File: config.mk
export PLATFORM = sky130hd
export DESIGN_NAME = data_mem_responder
export DESIGN_NICKNAME = d
export VERILOG_FILES = /design/src/rtl/data_mem_responder.sv
export SDC_FILE = /design/constraint.sdc
export NUM_CORES = 2
export LEC_CHECK = 0
export CAP_MARGIN = 30
export CORE_ASPECT_RATIO = 1.4
export CORE_MARGIN = 2
export CORE_UTILIZATION = 55
export DETAILED_ROUTE_END_ITERATION = 16
export PLACE_DENSITY_LB_ADDON = 0.12
export RECOVER_POWER = 25
export SYNTH_ARGS = -nofsm -noshare
export SYNTH_HDL_FRONTEND = slang
export SYNTH_SLANG_ARGS = --single-unit
File: constraint.sdc
create_clock -name clk -period 11.75 [get_ports clk]
set_input_delay 1.7625 -clock clk [delete_from_list [all_inputs] [get_ports clk]]
set_output_delay 1.7625 -clock clk [all_outputs]
set_load 0.02 [all_outputs]
File: src/rtl/data_mem_responder.sv
// Fixed-latency 16-bit word memory responder: validates each request, holds it
// for LATENCY cycles, then commits the write or registers the read data.
//
// state  | meaning
// S_IDLE | no transaction; inputs sampled for a new request
// S_BUSY | request captured; latency counter running down
// S_RESP | one-cycle response (done=1); inputs sampled for a new request
module data_mem_responder #(
  parameter int ADDR_W  = 8,
  parameter int LATENCY = 2
) (
  input  logic        clk,
  input  logic        rst,
  input  logic        rd,
  input  logic        wr,
  input  logic [15:0] addr,
  input  logic [15:0] data_in,
  output logic [15:0] data_out,
  output logic        stall,
  output logic        done,
  output logic        err
);

  typedef enum logic [1:0] {
    S_IDLE = 2'd0,
    S_BUSY = 2'd1,
    S_RESP = 2'd2
  } state_t;

  // Byte-address bits above the top word-index bit must be zero.
  localparam logic [15:0] HI_MASK = 16'hFFFF << (ADDR_W + 1);
  localparam logic [3:0]  LAT_M1  = 4'(LATENCY - 1);

  state_t              r_state;
  state_t              w_state_nxt;
  logic [3:0]          r_cnt;
  logic [3:0]          w_cnt_nxt;
  logic [ADDR_W-1:0]   r_idx;
  logic [ADDR_W-1:0]   w_idx;
  logic [15:0]         r_wdata;
  logic [15:0]         w_wdata;
  logic                r_is_wr;
  logic                w_is_wr;
  logic                r_err;
  logic [15:0]         r_data_out;
  logic [15:0]         r_mem [2**ADDR_W];

  logic w_req;
  logic w_bad;
  logic w_good;
  logic w_capture;
  logic w_commit;

  assign w_req  = (r_state != S_BUSY) && (rd || wr);
  assign w_bad  = w_req && ((rd && wr) || addr[0] || ((addr & HI_MASK) != 16'h0000));
  assign w_good = w_req && !w_bad;

  // With LATENCY=1 the commit happens on the accepting edge, straight from the inputs.
  assign w_idx   = (r_state == S_BUSY) ? r_idx   : addr[ADDR_W:1];
  assign w_wdata = (r_state == S_BUSY) ? r_wdata : data_in;
  assign w_is_wr = (r_state == S_BUSY) ? r_is_wr : wr;

  always_comb begin
    w_state_nxt = r_state;
    w_cnt_nxt   = r_cnt;
    w_capture   = 1'b0;
    w_commit    = 1'b0;
    case (r_state)
      S_BUSY: begin
        w_cnt_nxt = r_cnt - 4'd1;
        if (r_cnt == 4'd1) begin
          w_state_nxt = S_RESP;
          w_commit    = 1'b1;
        end
      end
      default: begin
        if (w_good) begin
          w_capture = 1'b1;
          if (LATENCY == 1) begin
            w_state_nxt = S_RESP;
            w_commit    = 1'b1;
          end else begin
            w_state_nxt = S_BUSY;
            w_cnt_nxt   = LAT_M1;
          end
        end else begin
          w_state_nxt = S_IDLE;
        end
      end
    endcase
  end

  always_ff @(posedge clk or negedge rst) begin
    if (!rst) begin
      r_state    <= S_IDLE;
      r_cnt      <= 4'd0;
      r_idx      <= '0;
      r_wdata    <= 16'h0000;
      r_is_wr    <= 1'b0;
      r_err      <= 1'b0;
      r_data_out <= 16'h0000;
    end else begin
      r_state <= w_state_nxt;
      r_cnt   <= w_cnt_nxt;
      r_err   <= w_bad;
      if (w_capture) begin
        r_idx   <= addr[ADDR_W:1];
        r_wdata <= data_in;
        r_is_wr <= wr;
      end
      if (w_commit && !w_is_wr) begin
        r_data_out <= r_mem[w_idx];
      end
    end
  end

  // Storage is deliberately left out of reset; rst only blocks a commit.
  always_ff @(posedge clk) begin
    if (rst && w_commit && w_is_wr) begin
      r_mem[w_idx] <= w_wdata;
    end
  end

  assign stall    = rst && ((r_state == S_BUSY) || w_good);
  assign done     = (r_state == S_RESP);
  assign err      = r_err;
  assign data_out = r_data_out;

endmodule

==> key figures <==
Status
  – Outcome: finished, violations left
  – Failing checks: capacitance limit, slew limit

Routing
  – Avg Vias per Cell: 6.90
  – Via Count: 89,600
  – WL/cell: 35.3 um
  – First-pass iteration count of the detailed router: 9
  – Detail Route Antenna Nets: 0
  – Total wire length: 458,000 um
  – DRC: 0
  – DRT iter0 DRCs: 12,900

Clock network
  – Setup bufs post-CTS: 0
  – Clock root buffer: clkbuf_16
  – Post_cts resized: 0
  – CTS Sinks: 4,144
  – Clock-pin transition on the worst setup and hold timing paths: 0.07 ns
  – CTS Buf Count: 376
  – CTS Buffer Depth: 4
  – H-tree levels: 5
  – Cts hold-fix bufs: 0
  – Clock Latency Late Sink: 0.94 ns
  – CTS tree: built

Synthesis
  – Post-Syn Area: 0.153 sq mm
  – Async S/R FF share, synth: 1.16%
  – #FFs+latches synth: 4,144
  – Unique masters post-synth: 45
  – Synth warn: 0
  – Net Count, Synth: 8,717
  – Post-synth EDFFs: 4,096
  – Top cells by count, synth: edfxtp_1, a22oi_1, a21oi_1
  – Top FF cell, synth: edfxtp_1
  – Sequential area share after synthesis: 81.3%
  – Post-synth top area share: 80.5%
  – Synth area leader: edfxtp_1
  – Post-Synthesis Cells: 8,679
  – Most frequent cell after synthesis: edfxtp_1
  – Top post-synthesis cells by area: edfxtp_1, a22oi_1, a21oi_1, o41ai_1, dfrtp_1
  – Syn Area/Cell: 17.6 sq um

Worst hold path
  – Hold WC Path Type: flip-flop to flip-flop
  – Hold depth: 1

Timing
  – TNS Setup: 0 ns
  – Final hold viol count: 0
  – RSZ-0062 raised after global routing: false
  – Max Slew Vio Count: 1,856
  – Final setup vio count: 0
  – Tcrit/Tclk final: 68.3%
  – Clock Skew: 0.0642 ns
  – Worst slew pin tran: 4.44 ns
  – Tmin final: 8.02 ns
  – Max-slew headroom: -196%
  – Fmax achieved: 0.125 GHz

Pwr
  – Leak: 0.0525 uW
  – Power per cell area: 178 mW/mm^2
  – Peak supply drop: 0.162 mV

Global route
  – First-pass GRT wire length: 643,000 um
  – Vias in the first global route: 86,300
  – GRT Resource Usage Total: 31.8%
  – Initial antenna violation count: 25
  – Largest net degree at the start of global routing: 208
  – Overflow left after global routing: 0

Cells and area
  – Final Core Density: 62.6%
  – Post-Layout Cell Count: 13,000
  – Share of cells above drive strength 1: 12.9%
  – Area grow syn2layout: 13.1%
  – Nets: 9,018

Die
  – # rows: 228
  – Io pins: 55
  – Die H: 627 um
  – Die X: 449 um
  – CORE AREA: 0.276 sq mm
  – Die area: 0.282 sq mm
  – Initial Util: 55.4%

Worst setup path
  – Crit start category: flip-flop
  – Crit path kind: flip-flop to flip-flop
  – Critical Path AT: 8.62 ns
  – CP endpoint kind: flip-flop
  – Critical path peak fanout: 76
  – Length in cells of the worst reg-to-reg path: 6
  – Data required, critical path: 12.35 ns

Place
  – Routability congestion estimate: 0.852
  – # placed instances: 12,300
  – Hpwl dp: 255,000 um
  – Port Buf Inserts: 54

Flow run
  – Max-cap violations: 31
## layer usage
metal  vias to the layer above  GRT usage [%]  routed length (um)  share of wire (%)
li1                      36900              -                   -                  -
met1                     46400           41.7              167000                 36
met2                      5413           51.3              220000                 48
met3                       943           5.84               44000                9.6
met4                        22           16.3               26700                5.8
met5                         -              0                 148              0.032
## cells in the final DEF, fill, tap and decap left out, drive strengths merged, types with 5 or more instances in the layout
master,instances
a21oi,1009
a221oi,32
a22o,33
a22oi,1984
a31oi,7
a41oi,63
buf,488
bufinv,46
clkbuf,490
clkdlybuf4s18,7
clkdlybuf4s50,52
clkinv,170
clkinvlp,11
dfrtp,48
diode,12
edfxtp,4096
inv,12
mux2,24
nand2,79
nand3,17
nand3b,5
nor2,251
nor3,35
nor4,19
o21ai,12
o22ai,18
o41ai,246
## logic make-up (layout without fill, tap and decap cells)
| kind of cell | count (synthesis) | in the layout | share of synthesized area [%] |
|---|---|---|---|
| flops | 4144 | 4144 | 81.3 |
| compound gates | 3420 | 3420 | 15.4 |
| buf+inv | 663 | 1277 | 1.85 |
| simple gates | 424 | 424 | 1.17 |
| mux | 25 | 25 | 0.184 |
| fa+ha+maj | 2 | 2 | 0.0164 |
| xor+xnor | 1 | 1 | 0.00574 |
| other cells | 0 | 12 | 0 |
## critical path, stage by stage (launching register included)
cell and delay (ns):
dfrtp_1 0.46, nor2b_1 0.89, clkbuf_1 0.96, nand2_1 0.12
nand2_1 1.10, clkbuf_1 3.01, buf_4 0.94
## worst paths after layout
check,start,end,slack [ns]
max,r_state[0]$_DFFE_PN0P_,r_mem[35][2]$_DFFE_PP_,3.73
min reg2reg,r_cnt[3]$_DFFE_PN0P_,r_cnt[3]$_DFFE_PN0P_,0.50
max in group asynchronous,rst,data_out[8]$_DFFE_PN0P_,6.89
max reg2reg,r_state[0]$_DFFE_PN0P_,r_mem[35][2]$_DFFE_PP_,3.73
min,r_cnt[3]$_DFFE_PN0P_,r_cnt[3]$_DFFE_PN0P_,0.50
min in group asynchronous,rst,r_wdata[11]$_DFFE_PN0P_,1.09
## state kept, by name, indices dropped and copies added, names as in the netlist
signal / cells
r_mem: 4096
data_out: 16
r_wdata: 16
r_idx: 8
r_cnt: 4
r_state: 2
err: 1
r_is_wr: 1
## where the power goes
part | leakage (uW) | switching, uW | internal (uW)
Combinational | 0.00907 | 1420 | 442
Sequential | 0.0374 | 62.2 | 16400
Clock | 0.00606 | 5350 | 7070
Total | 0.0525 | 6840 | 23900
## metrics by stage
step / power (uW) / setup slack, ns / instance area, sq um / hold slack [ns]
5_1_grt: 31500 / 3.28 / 173000 / 0.529
3_5_place_dp: 18600 / 4.72 / 160000 / 0.488
4_1_cts: 30800 / 5.69 / 173000 / 0.497
6_report: 30800 / 3.73 / 173000 / 0.505
3_3_place_gp: 18600 / 3.55 / 160000 / 0.484
2_1_floorplan: 17800 / 6.13 / 153000 / 0.458
## area by class of cell
class	count	area (sq um)
flip-flops and latches	4144	124000
fillers	19500	103000
multi-input cells	3872	26500
clock buffers	460	10000
repair buffers	578	5000
well taps	3680	4600
clock inverters	231	2360
inverters	8	30.0
diodes	12	30.0
Power figures use the tool's default switching activity.
